==> src/rtl/bht_controller.sv <==
// Bimodal branch-history-table controller: init sweep, combinational fetch lookup,
// and a 2-stage read-modify-write update pipe with forwarding and lookup bypass.

module saturated_adder #(
  parameter int unsigned WIDTH = 2
) (
  input  logic [WIDTH-1:0] cnt_i,
  input  logic             taken_i,
  output logic [WIDTH-1:0] val_o
);
  localparam logic [WIDTH-1:0] MAX_VAL = '1;

  // Count up on taken, down on not-taken, clamping at both ends.
  always_comb begin
    val_o = cnt_i;
    if (taken_i) begin
      if (cnt_i != MAX_VAL) val_o = cnt_i + WIDTH'(1);
    end else begin
      if (cnt_i != '0) val_o = cnt_i - WIDTH'(1);
    end
  end
endmodule

module bht_controller #(
  parameter int unsigned INDEX_BITS = 6,
  parameter int unsigned CNT_WIDTH  = 2
) (
  input  logic        clk_i,
  input  logic        rst_i,
  input  logic        flush_i,
  input  logic [31:0] pc_f_i,
  output logic        pred_taken_o,
  input  logic        upd_valid_i,
  input  logic [31:0] upd_pc_i,
  input  logic        upd_taken_i,
  output logic        ready_o
);
  localparam int unsigned DEPTH = 1 << INDEX_BITS;
  localparam logic [CNT_WIDTH-1:0]  INIT_VAL = CNT_WIDTH'((1 << (CNT_WIDTH - 1)) - 1);
  localparam logic [INDEX_BITS-1:0] LAST_IDX = '1;

  typedef enum logic {INIT, RUN} state_t;

  state_t                  state_q, state_d;
  logic [INDEX_BITS-1:0]   init_idx_q, init_idx_d;
  logic [CNT_WIDTH-1:0]    table_q [DEPTH];

  logic                    s1_valid_q;
  logic [INDEX_BITS-1:0]   s1_idx_q;
  logic                    s1_taken_q;
  logic [CNT_WIDTH-1:0]    s1_cnt_q;
  logic [CNT_WIDTH-1:0]    val;

  logic [INDEX_BITS-1:0]   f_idx, u_idx, wr_idx;
  logic [CNT_WIDTH-1:0]    wr_val;
  logic                    wr_en, s0_fire, s1_write, fwd;

  logic unused_pc_bits;
  assign unused_pc_bits = ^{pc_f_i[31:INDEX_BITS+2], pc_f_i[1:0],
                            upd_pc_i[31:INDEX_BITS+2], upd_pc_i[1:0]};

  assign f_idx = pc_f_i[INDEX_BITS+1:2];
  assign u_idx = upd_pc_i[INDEX_BITS+1:2];

  saturated_adder #(.WIDTH(CNT_WIDTH)) u_sat (
    .cnt_i   (s1_cnt_q),
    .taken_i (s1_taken_q),
    .val_o   (val)
  );

  // Next state, sweep index and the single table write port; flush wins over updates.
  always_comb begin
    state_d    = state_q;
    init_idx_d = init_idx_q;
    wr_en      = 1'b0;
    wr_idx     = s1_idx_q;
    wr_val     = val;
    s0_fire    = 1'b0;
    s1_write   = 1'b0;
    case (state_q)
      INIT: begin
        wr_en      = 1'b1;
        wr_idx     = init_idx_q;
        wr_val     = INIT_VAL;
        init_idx_d = init_idx_q + INDEX_BITS'(1);
        if (flush_i)                      init_idx_d = '0;
        else if (init_idx_q == LAST_IDX)  state_d    = RUN;
      end
      RUN: begin
        if (flush_i) begin
          state_d    = INIT;
          init_idx_d = '0;
        end else begin
          s1_write = s1_valid_q;
          wr_en    = s1_valid_q;
          s0_fire  = upd_valid_i;
        end
      end
      default: state_d = INIT;
    endcase
  end

  assign fwd = s1_write && (s1_idx_q == u_idx);

  always_ff @(posedge clk_i or posedge rst_i) begin
    if (rst_i) begin
      state_q    <= INIT;
      init_idx_q <= '0;
      ready_o    <= 1'b0;
      s1_valid_q <= 1'b0;
      s1_idx_q   <= '0;
      s1_taken_q <= 1'b0;
      s1_cnt_q   <= '0;
    end else begin
      state_q    <= state_d;
      init_idx_q <= init_idx_d;
      ready_o    <= (state_d == RUN);
      s1_valid_q <= s0_fire;
      if (s0_fire) begin
        s1_idx_q   <= u_idx;
        s1_taken_q <= upd_taken_i;
        s1_cnt_q   <= fwd ? val : table_q[u_idx];
      end
    end
  end

  // Counter storage carries no reset; the sweep defines its contents.
  always_ff @(posedge clk_i) begin
    if (wr_en) table_q[wr_idx] <= wr_val;
  end

  always_comb begin
    pred_taken_o = 1'b0;
    if (state_q == RUN) begin
      if (s1_write && (s1_idx_q == f_idx)) pred_taken_o = val[CNT_WIDTH-1];
      else                                 pred_taken_o = table_q[f_idx][CNT_WIDTH-1];
    end
  end
endmodule

==> config.mk <==
export PLATFORM = sky130hd
export DESIGN_NAME = bht_controller
export DESIGN_NICKNAME = d
export VERILOG_FILES = /design/src/rtl/bht_controller.sv
export SDC_FILE = /design/constraint.sdc
export NUM_CORES = 1
export LEC_CHECK = 0
export CAP_MARGIN = 15
export CORE_MARGIN = 2
export CORE_UTILIZATION = 45
export CTS_CLUSTER_SIZE = 16
export DETAILED_ROUTE_END_ITERATION = 12
export PLACE_DENSITY = 0.62
export SLEW_MARGIN = 10
export SYNTH_ARGS = -nofsm -noshare
export SYNTH_HDL_FRONTEND = slang
export SYNTH_SLANG_ARGS = --single-unit
export TNS_END_PERCENT = 50
==> constraint.sdc <==
create_clock -name clk_i -period 4.8 [get_ports clk_i]
set_input_delay 0.72 -clock clk_i [delete_from_list [all_inputs] [get_ports clk_i]]
set_output_delay 0.72 -clock clk_i [all_outputs]
set_load 0.02 [all_outputs]
==> results.py, run 1 <==
metrics = {
    "drt": {
        "vias": 4276,
        "antenna_left": 0,
        "drt_pass1_iterations": 5,
        "drt-initial-drc-count": 523,
        "wl_per_cell_um": 22.5,
        "finalWirelength_um": 16500,
        "drc_errors": 0,
        "viasPerCell": 5.84,
    },
    "synth": {
        "syn-num-nets": 565,
        "synth_edf_count": 128,
        "ys_top_cells_by_area": "edfxtp_1 54%, mux4_2 8.9%, dfrtp_1 6.0%",
        "ys_ff_latch": 145,
        "synth_cell_types": 56,
        "synth_top_area_cell": "edfxtp_1",
        "synth_top_area_share_pct": 54.1,
        "ys_seq_area_share_pct": 60.1,
        "synth_area_um2": 7100,
        "syn_inst": 495,
        "async_flop_share_pct": 11.7,
        "synthFlopType": "edfxtp_1",
        "avgSynthCellArea_um2": 14.4,
        "yosysWarnings": 0,
    },
    "power_and_ir_drop": {
        "irDropWorstVdd_uv": 254,
        "p_int_mw": 2.30,
        "cellLeakagePower_nw": 2.82,
        "finalPower_mw": 2.90,
        "switching_share_pct": 20.7,
        "combPwrFrac_pct": 6.4,
        "seq_power_share_pct": 47.7,
        "power.density_nw_per_um2": 362,
        "pwr-share-clk_pct": 45.9,
        "switching_power_mw": 0.599,
    },
    "critical_path": {
        "cp.arrival_ns": 3.64,
        "worstPathRequired_ns": 4.08,
        "crit_chain": "clkdlybuf4s50_1 -> mux4_1 -> mux4_2 -> a211o_1 -> o2111a_1 -> clkdlybuf4s50_1",
        "start_kind": "primary input",
        "critPathMaxStageDelay_ns": 0.94,
        "crit_type": "in2out",
        "crit_path_max_fanout": 11,
        "cp-end-kind": "output pin",
        "cp_common_cell": "clkdlybuf4s50_1",
        "slowest_stage": "clkdlybuf4s50_1",
    },
    "timing": {
        "slew_violations": 0,
        "post-route-min-period_ns": 4.36,
        "setup_viol": 0,
        "fin_tns_setup_ns": 0,
        "slew_headroom_pct": 26.2,
        "fmax_mhz": 230,
        "fin_crit_sh_pct": 90.8,
        "final.setup_skew_ns": 0.00807,
        "hold_viol": 0,
        "worst_pin_slew_ns": 1.11,
        "grt_setup_unrepaired": "no",
    },
    "global_route": {
        "grt_pass1_wl_um": 25300,
        "grt_pass1_vias": 4339,
        "grt_max_degree": 66,
        "track_usage_pct": 21.0,
        "grt_remaining_overflow": 0,
        "antenna_found_initial": 0,
    },
    "floorplan": {
        "start_util_pct": 46.4,
        "dieArea_um2": 16800,
        "design.core.area_um2": 15300,
        "die-height_um": 130,
        "ioPinCount": 71,
        "rows": 45,
        "fp.dieW_um": 130,
    },
    "final_layout": {
        "antenna_cells": 0,
        "stdcell_area_um2": 8010,
        "final_cell_mix": "128 x edfxtp_1, 78 x nor2_1, 52 x nand2_1",
        "final_common_cell": "edfxtp_1",
        "syn2layout_area_growth_pct": 12.7,
        "nets": 580,
        "final_util_pct": 52.3,
        "layout-drive-gt1-share_pct": 13.6,
        "finalNonFillerCells": 732,
    },
    "min_path": {
        "worstHoldPathType": "reg2reg",
    },
    "run_status": {
        "status": "completed",
    },
    "cts": {
        "cts_hold_buffers": 0,
        "cts_resized": 0,
        "cts_tree": "built",
        "clockBufferDepth": 2,
        "numCtsBuffers": 17,
        "ctsHtreeMaxLevel": 4,
        "clk_pin_slew_ns": 0.05,
        "clock_latency_ns": 0.43,
        "cts_sinks": 145,
        "cts_root_buf": "clkbuf_16",
        "cts_setup_buffers": 0,
    },
    "placed_design": {
        "dp.cells": 702,
        "dp_hpwl_um": 11100,
        "place_area_um2": 7410,
        "gp_congestion": 0.862,
        "io_buffers": 18,
    },
    "run": {
        "drv_cap": 0,
    },
}
==> cells by family (layout without fill, tap and decap cells) <==
group / after synthesis / count (layout) / synth area share [%]
xor+xnor: 13 / 13 / 1.60
simple gates: 167 / 167 / 10.2
flops: 145 / 145 / 60.1
fa+ha+maj: 2 / 2 / 0.317
buf+inv: 37 / 63 / 3.63
compound gates: 55 / 55 / 5.32
mux: 76 / 76 / 18.9
==> stage by stage <==
stage,hold slack (ns),setup slack [ns]
floorplan,0.472,0.990
global placement,0.503,0.439
detailed placement,0.514,0.436
CTS,0.527,0.426
global route,0.541,0.372
finish,0.513,0.443
==> Yosys cell counts (all sizes together), types with 3 or more instances <==
cell type / instances
clkbuf: 14
a31oi: 4
nor2: 78
mux2i: 32
a21oi: 10
or3: 3
a32oi: 4
buf: 16
dfrtp: 17
nand2b: 4
xnor2: 7
o21ai: 11
nor2b: 8
edfxtp: 128
nand3: 7
xor2: 6
and2: 4
nand2: 52
a22oi: 6
mux4: 42
inv: 7
==> area by class of cell <==
| cell class | count | area (um2) |
|---|---|---|
| fill | 1304 | 7310 |
| sequential | 145 | 4270 |
| multi-input combinational | 313 | 2590 |
| clock buffer | 17 | 425 |
| tap | 211 | 264 |
| timing repair buffer | 26 | 260 |
| clock inverter | 13 | 170 |
| inverter | 7 | 26.3 |
==> registers in the layout, summed over array words and instances, names as in the netlist <==
signal      count
init_idx_q      6
s1_cnt_q        2
s1_idx_q        6
s1_taken_q      1
s1_valid_q      1
state_q         1
table_q       128
==> critical path, delay by kind of cell <==
kind	cells	cell delay, ns
mux	2	0.95
buf+inv	2	1.48
compound gates	2	0.48
==> final timing paths <==
check | slack [ns] | depth (start not counted) | from | endpoint
worst max-delay path | 0.44 | 6 | pc_f_i[4] | pred_taken_o
worst min-delay path | 0.51 | 2 | s1_taken_q | s1_taken_q
worst max register to register | 2.32 | 7 | state_q | s1_cnt_q[0]
worst min register to register | 0.51 | 2 | s1_taken_q | s1_taken_q
max in group asynchronous | 3.69 | 2 | rst_i | init_idx_q[3]
min in group asynchronous | 0.70 | 2 | rst_i | s1_idx_q[2]
==> power by group through the flow <==
stage | clock network, mW | registers (mW) | logic (mW)
2_1_floorplan | 0 | 1.40 | 0.133
3_3_place_gp | 0 | 1.41 | 0.184
3_5_place_dp | 0 | 1.41 | 0.185
4_1_cts | 1.35 | 1.38 | 0.187
5_1_grt | 1.40 | 1.38 | 0.199
6_report | 1.33 | 1.38 | 0.185
==> layer usage <==
layer | track usage [%] | vias to the layer above | part of all wire, % | wire length [um]
met1 | 27.6 | 2175 | 42 | 6900
met4 | 7.02 | 0 | 2.0 | 329
met5 | 0 | - | 0 | 0
met2 | 34.8 | 140 | 50 | 8250
li1 | - | 1926 | - | -
met3 | 4.95 | 35 | 6.1 | 1010
Note: power is estimated with default switching activity, not from simulation.
==> inputs of run 2 (changes only) <==
--- a/config.mk
+++ b/config.mk
@@ -15,4 +15,3 @@
 export SYNTH_ARGS = -nofsm -noshare
 export SYNTH_HDL_FRONTEND = slang
 export SYNTH_SLANG_ARGS = --single-unit
-export TNS_END_PERCENT = 50
==> results of run 2 <==
Same layout as run 1: the final DEF is identical, and so are final timing and power.
